[src/rtl/fir_pkg.sv]
// Shared definitions for the FIR tap accumulator stage.
// Holds the default product width, the FSM state encoding, and the helper
// functions that size the tap counter and the accumulator.
package fir_pkg;

    // Default width of the unsigned tap product (13x13 multiplier output)
    localparam int PROD_W_DEF = 26;

    // FSM state encoding
    localparam logic [1:0] ST_IDLE = 2'd0;
    localparam logic [1:0] ST_ACC  = 2'd1;
    localparam logic [1:0] ST_HOLD = 2'd2;

    // Ceiling log2; returns 0 for values <= 1
    function automatic int clog2(input int value);
        int result;
        int v;
        result = 0;
        v      = value - 1;
        while (v > 0) begin
            result = result + 1;
            v      = v >> 1;
        end
        return result;
    endfunction

    // Accumulator width large enough that summing taps products never overflows
    function automatic int acc_width(input int prod_w, input int taps);
        return prod_w + clog2(taps);
    endfunction

endpackage

[src/rtl/fir_out_scale.sv]
// Combinational output scaler for the FIR tap accumulator.
// Shifts the accumulated sum right by SHIFT and reduces it to OUT_W bits.
// Build option: OUT_SATURATE_EN clamps oversized results to all ones and
// flags them on sat_o; without it the result wraps and sat_o is tied low.
module fir_out_scale #(
    parameter int ACC_W = 29,
    parameter int OUT_W = 16,
    parameter int SHIFT = 10
) (
    input  logic [ACC_W-1:0] acc_sum_i,
    output logic [OUT_W-1:0] data_o,
    output logic             sat_o
);

`ifdef OUT_SATURATE_EN
    // Largest value representable in OUT_W bits, expressed at accumulator width
    localparam logic [ACC_W-1:0] MAX_OUT = ACC_W'({OUT_W{1'b1}});

    logic [ACC_W-1:0] scaled;

    // Shift, then clamp anything that does not fit in the output width
    always_comb begin
        scaled = acc_sum_i >> SHIFT;
        sat_o  = (scaled > MAX_OUT);
        data_o = sat_o ? {OUT_W{1'b1}} : scaled[OUT_W-1:0];
    end
`else
    // Shift, then keep only the low OUT_W bits (modular wrap)
    always_comb begin
        data_o = OUT_W'(acc_sum_i >> SHIFT);
        sat_o  = 1'b0;
    end
`endif

endmodule

[src/rtl/fir_tap_accum.sv]
// FIR tap accumulator: sums TAPS consecutive unsigned products, scales the
// sum and offers it downstream on a valid/ready handshake.
// Build option: OUT_SATURATE_EN selects saturating output (see fir_out_scale);
// the default build wraps.
module fir_tap_accum
    import fir_pkg::*;
#(
    parameter int PROD_W = PROD_W_DEF,
    parameter int TAPS   = 8,
    parameter int OUT_W  = 16,
    parameter int SHIFT  = 10
) (
    input  logic              clk,
    input  logic              rst_n,
    input  logic              clear,
    input  logic              in_valid,
    output logic              in_ready,
    input  logic [PROD_W-1:0] in_prod,
    output logic              out_valid,
    input  logic              out_ready,
    output logic [OUT_W-1:0]  out_data,
    output logic              out_sat
);

    localparam int ACC_W = acc_width(PROD_W, TAPS);
    localparam int CNT_W = clog2(TAPS);
    localparam logic [CNT_W-1:0] LAST_TAP = CNT_W'(TAPS - 1);

    logic [1:0]       state_q, state_d;
    logic [ACC_W-1:0] acc_q, acc_d;
    logic [CNT_W-1:0] cnt_q, cnt_d;
    logic             out_valid_q, out_valid_d;
    logic [OUT_W-1:0] out_data_q, out_data_d;
    logic             out_sat_q, out_sat_d;

    logic             accept;
    logic [ACC_W-1:0] sum;
    logic [OUT_W-1:0] scaled_data;
    logic             scaled_sat;

    // Inputs are refused only while a finished sample waits downstream
    assign in_ready = (state_q != ST_HOLD);
    assign accept   = in_valid & in_ready;

    // Running sum including the product on the input this cycle
    assign sum = acc_q + ACC_W'(in_prod);

    fir_out_scale #(
        .ACC_W (ACC_W),
        .OUT_W (OUT_W),
        .SHIFT (SHIFT)
    ) u_out_scale (
        .acc_sum_i (sum),
        .data_o    (scaled_data),
        .sat_o     (scaled_sat)
    );

    // Next-state logic: FSM, tap counter, accumulator and output capture
    always_comb begin
        state_d     = state_q;
        acc_d       = acc_q;
        cnt_d       = cnt_q;
        out_valid_d = out_valid_q;
        out_data_d  = out_data_q;
        out_sat_d   = out_sat_q;

        if (clear) begin
            // Flush wins over every transition; the last sample value is kept
            state_d     = ST_IDLE;
            acc_d       = '0;
            cnt_d       = '0;
            out_valid_d = 1'b0;
        end else begin
            case (state_q)
                ST_IDLE: begin
                    if (accept) begin
                        acc_d   = ACC_W'(in_prod);
                        cnt_d   = CNT_W'(1);
                        state_d = ST_ACC;
                    end
                end
                ST_ACC: begin
                    if (accept) begin
                        if (cnt_q == LAST_TAP) begin
                            // Final tap: capture the scaled sum including this product
                            out_data_d  = scaled_data;
                            out_sat_d   = scaled_sat;
                            out_valid_d = 1'b1;
                            acc_d       = '0;
                            cnt_d       = '0;
                            state_d     = ST_HOLD;
                        end else begin
                            acc_d = sum;
                            cnt_d = cnt_q + CNT_W'(1);
                        end
                    end
                end
                ST_HOLD: begin
                    // Output stays stable until downstream takes it
                    if (out_ready) begin
                        out_valid_d = 1'b0;
                        state_d     = ST_IDLE;
                    end
                end
                default: begin
                    state_d     = ST_IDLE;
                    acc_d       = '0;
                    cnt_d       = '0;
                    out_valid_d = 1'b0;
                end
            endcase
        end
    end

    // State and datapath registers with asynchronous reset
    always_ff @(posedge clk or negedge rst_n) begin
        if (!rst_n) begin
            state_q     <= ST_IDLE;
            acc_q       <= '0;
            cnt_q       <= '0;
            out_valid_q <= 1'b0;
            out_data_q  <= '0;
            out_sat_q   <= 1'b0;
        end else begin
            state_q     <= state_d;
            acc_q       <= acc_d;
            cnt_q       <= cnt_d;
            out_valid_q <= out_valid_d;
            out_data_q  <= out_data_d;
            out_sat_q   <= out_sat_d;
        end
    end

    assign out_valid = out_valid_q;
    assign out_data  = out_data_q;
    assign out_sat   = out_sat_q;

endmodule

[config.mk]
export PLATFORM = sky130hd
export DESIGN_NAME = fir_tap_accum
export DESIGN_NICKNAME = d
export VERILOG_FILES = /design/src/rtl/fir_pkg.sv /design/src/rtl/fir_out_scale.sv /design/src/rtl/fir_tap_accum.sv
export SDC_FILE = /design/constraint.sdc
export NUM_CORES = 1
export LEC_CHECK = 0
export BUFFER_PORTS_ARGS = -buffer_cell sky130_fd_sc_hd__buf_2
export CAP_MARGIN = 20
export CORE_ASPECT_RATIO = 2
export CORE_UTILIZATION = 35
export CTS_CLUSTER_SIZE = 10
export DETAILED_ROUTE_END_ITERATION = 10
export GPL_TIMING_DRIVEN = 0
export HOLD_SLACK_MARGIN = 0.06
export SETUP_SLACK_MARGIN = 0.05
export SLEW_MARGIN = 20
export SYNTH_ARGS = -nofsm -noshare
export SYNTH_HDL_FRONTEND = slang
export SYNTH_SLANG_ARGS = --single-unit
[constraint.sdc]
create_clock -name clk -period 3.6 [get_ports clk]
set_clock_uncertainty 0.1 [all_clocks]
set_input_delay 0.54 -clock clk [delete_from_list [all_inputs] [get_ports clk]]
set_output_delay 0.54 -clock clk [all_outputs]
set_load 0.01 [all_outputs]
# Yosys cells after proc, flatten, opt, wreduce, memory -nomap -nowiden
# Cells that the tools add are included.
[word_totals]
register_bits = 51
inputBits = 31
output_inout_bits = 19
elab_cells = 45
[op_classes]
addsub = 2
n_eq_ne = 10
n_mux = 21
bitwise_logic = 2
n_reduce_logical = 5
[ops]
columns = ["op", "n"]
rows = [
  ["$mux W29", 4],
  ["$pmux W29 S3", 1],
  ["$add A29 B26 Y29", 1],
  ["$mux W3", 4],
  ["$ne A3 B3 Y1 const B", 4],
  ["$reduce_and A4 Y1", 3],
  ["$mux W2", 5],
  ["$pmux W3 S3", 1],
  ["$ne A2 B2 Y1 const B", 3],
  ["$pmux W2 S3", 1],
  ["$mux W1", 4],
  ["$add A3 B1 Y3 const B", 1],
  ["$eq A3 B3 Y1 const B", 1],
  ["$pmux W1 S3", 1],
  ["$reduce_and A3 Y1", 1],
  ["$eq A2 B1 Y1 const B", 1],
  ["$eq A2 B2 Y1 const B", 1],
  ["$logic_not A2 Y1", 1],
  ["$and A1 B1 Y1", 1],
  ["$not A1 Y1", 1],
]

# Logic depth before layout (Yosys ltp)
[logic_depth]
ltp_word = 5
mapped_depth = 10
ltp_nobuf = 10

# Cells and area by module
# From an unflattened synthesis, not the netlist that was laid out.
[unflattened]
hier_cells = 408
area_unflattened_um2 = 3797.4
[modules_own_cells]
columns = ["module", "n_inst", "cells_each", "area_per_inst_um2", "seq_area_each_um2"]
rows = [
  ["fir_tap_accum", 1, 390, 3666.0, 1301.2],
  ["fir_out_scale", 1, 18, 131.4, 0.0],
]

# Worst setup path after synthesis
# Ideal clock, no wire load.
[synth_path]
kind = "input to register"
startpoint = "input in_prod[0]"
endpoint = "register out_data_q[14], in the netlist out_data[14]"
setup_time_ns = 0.125
t_arrival_ns = 2.537
required_time_ns = 3.375
path_slack_ns = 0.838
stages = 10
path_cell_list = "ha_1 -> fa_1 -> a21oi_1 -> o211ai_1 -> a21oi_1 -> o21ai_1 -> a21oi_2 -> o31ai_1 -> xor2_1 -> mux2_2"
[synth_via]
elab_chain_len = 1
[synth_lines]
columns = ["item", "line_no", "text"]
rows = [
  ["start, declared", "fir_tap_accum.sv:18", "input logic [PROD_W-1:0] in_prod,"],
  ["$add A29 B26 Y29", "fir_tap_accum.sv:46", "assign sum = acc_q + ACC_W'(in_prod);"],
  ["end signal, assigned", "fir_tap_accum.sv:129", "out_data_q <= out_data_d;"],
  ["end, declared", "fir_tap_accum.sv:33", "logic [OUT_W-1:0] out_data_q, out_data_d;"],
]
# No other way between the ends.
# A chain may end at the register's enable or synchronous reset.

# Worst setup path after layout
[layout_path]
startpoint = "register acc_q[0]"
endpoint = "register out_data_q[14], in the netlist out_data[14]"
[layout_via]
elab_chain_len = 1
[layout_lines]
columns = ["item", "line_no", "text"]
rows = [
  ["start, declared", "fir_tap_accum.sv:30", "logic [ACC_W-1:0] acc_q, acc_d;"],
  ["start signal, assigned", "fir_tap_accum.sv:119", "acc_q <= '0;"],
  ["start signal, assigned", "fir_tap_accum.sv:126", "acc_q <= acc_d;"],
  ["$add A29 B26 Y29", "fir_tap_accum.sv:46", ""],
]
# No other way between the ends.

==> impl_metrics.py <==
metrics = {
    "run_status": {
        "outcome": "finished clean",
    },
    "yosys": {
        "synth-edff-count": 0,
        "synth_area_per_cell_um2": 8.986,
        "syn-cell-area_um2": 3217,
        "ys.flop_type": "dfrtp_1",
        "synthTopCellsByArea": "dfrtp_1 37%, ha_1 11%, a21oi_1 5.3%, o21ai_0 4.5%, nand2_1 4.4%",
        "synth_top_area_share": 0.3734,
        "syn_nets": 417,
        "synth_seq_cells": 48,
        "synth_top_area_cell": "dfrtp_1",
        "synthArstFlopShare": 1.000,
        "yosys_warnings": 0,
        "yosysUniqueCellTypes": 51,
        "syn_inst": 358,
        "ys_seq_area_frac": 0.3734,
    },
    "clock_network": {
        "cts.path.max_buffers": 2,
        "cts_hold_buf": 0,
        "cts_made_buffers": 5,
        "post_cts.repair.setup_buffers": 0,
        "cts_resized": 0,
        "clock-sinks": 48,
        "path_clk_slew_ns": 0.07,
        "htree_num_levels": 2,
        "cts_tree": "yes",
        "clk_latency_ns": 0.29,
        "clockRootBuffer": "clkbuf_16",
    },
    "die": {
        "fp.dieH_um": 137.6,
        "core_area_um2": 8951,
        "die_w_um": 69.79,
        "rows": 49,
        "initial_core_util": 0.3594,
        "ioPinCount": 50,
        "dieArea_um2": 9602,
    },
    "route": {
        "wl_um": 9138,
        "drt_iter0_markers": 166,
        "drc": 0,
        "via_per_inst": 5.654,
        "drtPass1Iterations": 4,
        "routedWlPerCell_um": 17.74,
        "vias": 2912,
        "postRouteAntennaNets": 0,
    },
    "pwr": {
        "powerDensity_nw_per_um2": 390.2,
        "p_leak_nw": 1.754,
        "ir_drop_mv": 0.1754,
    },
    "finish": {
        "area_growth_pct": 15.87,
        "final_layout_size_suffix_gt1_frac": 0.1695,
        "antenna_cells": 0,
        "nets": 472,
        "fin_cells": 515,
    },
    "global_routing": {
        "grt_overflow": 0,
        "grtUsageTotal": 0.2018,
        "antenna_found_initial": 0,
        "grt_max_degree": 49,
        "first_global_vias": 3032,
        "grt_pass1_wl_um": 14850,
    },
    "timing": {
        "rsz0062_at_grt": "no",
        "slew_violations": 0,
        "relSlewSlack": 0.5178,
        "period_needed_ns": 3.068,
        "post-route-period-util": 0.8522,
        "tightest_slew_ns": 0.7233,
        "fmax_mhz": 326.0,
        "setup_tns_ns": 0,
        "setup_viol": 0,
        "hold_violations": 0,
    },
    "run": {
        "maxCapViolations": 0,
    },
    "critical_path": {
        "path_max_fanout": 3,
        "end_kind": "flop",
        "crit_required_ns": 3.68,
        "path_class": "flop to flop",
        "arrival_ns": 3.15,
        "cp-start-kind": "flop",
    },
    "placement": {
        "hpwl_um": 7154,
        "port-buffer-count": 47,
        "gp_routability_congestion": 0.9069,
        "dp.cells": 508,
    },
    "worst_hold_path": {
        "hold_path.class": "primary input to asynchronous set/reset pin",
    },
}
-- logic make-up (layout without fill, tap and decap cells) --
group                      Yosys count  in the layout  share of synthesized area
adders and majority gates           28             28                     0.1112
other                                1              1                   0.001166
xor gates and xnor gates            25             25                    0.06807
and+or+nand+nor                     86             86                     0.1190
AOI/OAI and AO/OA                  136            136                     0.2765
muxes                                4              4                    0.01400
buffers and inverters               30             85                    0.03656
DFF                                 48             48                     0.3734
-- layout by cell type, fill, tap and decap left out, drive strengths merged, types with 3 or more instances in the layout --
master / n
a22oi: 15
nand2: 39
o21bai: 3
inv: 10
a21oi: 37
o31ai: 3
clkbuf: 25
nand4: 5
nor3: 7
ha: 27
dfrtp: 48
xnor2: 11
a222oi: 4
buf: 49
nor2: 19
o21ai: 45
mux2: 4
a211oi: 3
o21a: 5
xor2: 14
nand3: 7
a21o: 4
-- final timing paths --
kind                              start            to  slack, ns  cells past startpoint
setup / recovery               acc_q[0]  out_data[14]       0.53                     10
hold / removal                    rst_n     acc_q[12]       0.17                      1
setup reg to reg               acc_q[0]  out_data[14]       0.53                     10
hold reg to reg            out_data[11]  out_data[11]       0.38                      2
max in group asynchronous         rst_n     acc_q[23]       2.79                      1
min in group clk              out_ready    state_q[1]       0.35                      2
-- through the flow --
step	instance area, um^2	utilization	hold WS (ns)	total power (W)	worst slack [ns]
2_1_floorplan	3217	-	0.1444	0.0008825	0.8384
3_3_place_gp	3580	0.3999	0.3643	0.0009957	0.2769
3_5_place_dp	3591	0.4012	0.3751	0.001004	0.2895
4_1_cts	3725	0.4161	0.3475	0.001468	0.5509
5_1_grt	3727	0.4164	0.2188	0.001538	0.3530
6_report	3727	0.4164	0.1659	0.001455	0.5321
-- power breakdown --
group          switching, W  internal, W
Sequential        0.0000183     0.000567
Combinational      0.000254     0.000156
Clock              0.000205     0.000253
Total              0.000478     0.000977
-- state kept, by name, indices dropped and copies added (netlist names) --
name and cells:
acc_q 26, state_q 2, out_data 16, cnt_q 3, out_valid 1
-- synthesized netlist by cell type (3+ instances only) --
library cell / count
dfrtp_1: 48
nand2_1: 38
a21oi_1: 34
o21ai_0: 29
ha_1: 27
nor2_1: 19
clkbuf_1: 18
a22oi_1: 15
o21ai_1: 14
xor2_1: 14
xnor2_1: 11
inv_1: 10
nand3_1: 7
nor3_1: 7
nand4_1: 5
o21a_1: 5
a21o_1: 4
a222oi_1: 4
a21oi_2: 3
mux2_2: 3
-- layer usage --
metal / part of all wire / GRT usage
met5: 0 / 0
met2: 0.58 / 0.4006
met3: 0.022 / 0.01975
met1: 0.35 / 0.1988
met4: 0.043 / 0.1122
-- worst max-delay path, cell delays in order, from the launching register on --
cell	delay, ns
dfrtp_1	0.39
ha_1	0.22
fa_1	0.41
a21oi_1	0.25
o211ai_1	0.16
a21oi_1	0.35
o21ai_1	0.21
a21oi_2	0.27
o31ai_1	0.14
xor2_1	0.18
mux2_2	0.28
-- cell type report --
cell class                      count  area (um^2)
Buffer                             20        80.08
Clock buffer                        6        128.9
Sequential cell                    48         1201
Timing Repair Buffer               48        242.7
Fill cell                         924         5224
Tap cell                          102        127.6
Multi-Input combinational cell    280         1904
Clock inverter                      1        5.005
Inverter                           10        37.54
No activity file was read; power rests on OpenSTA's default activity.
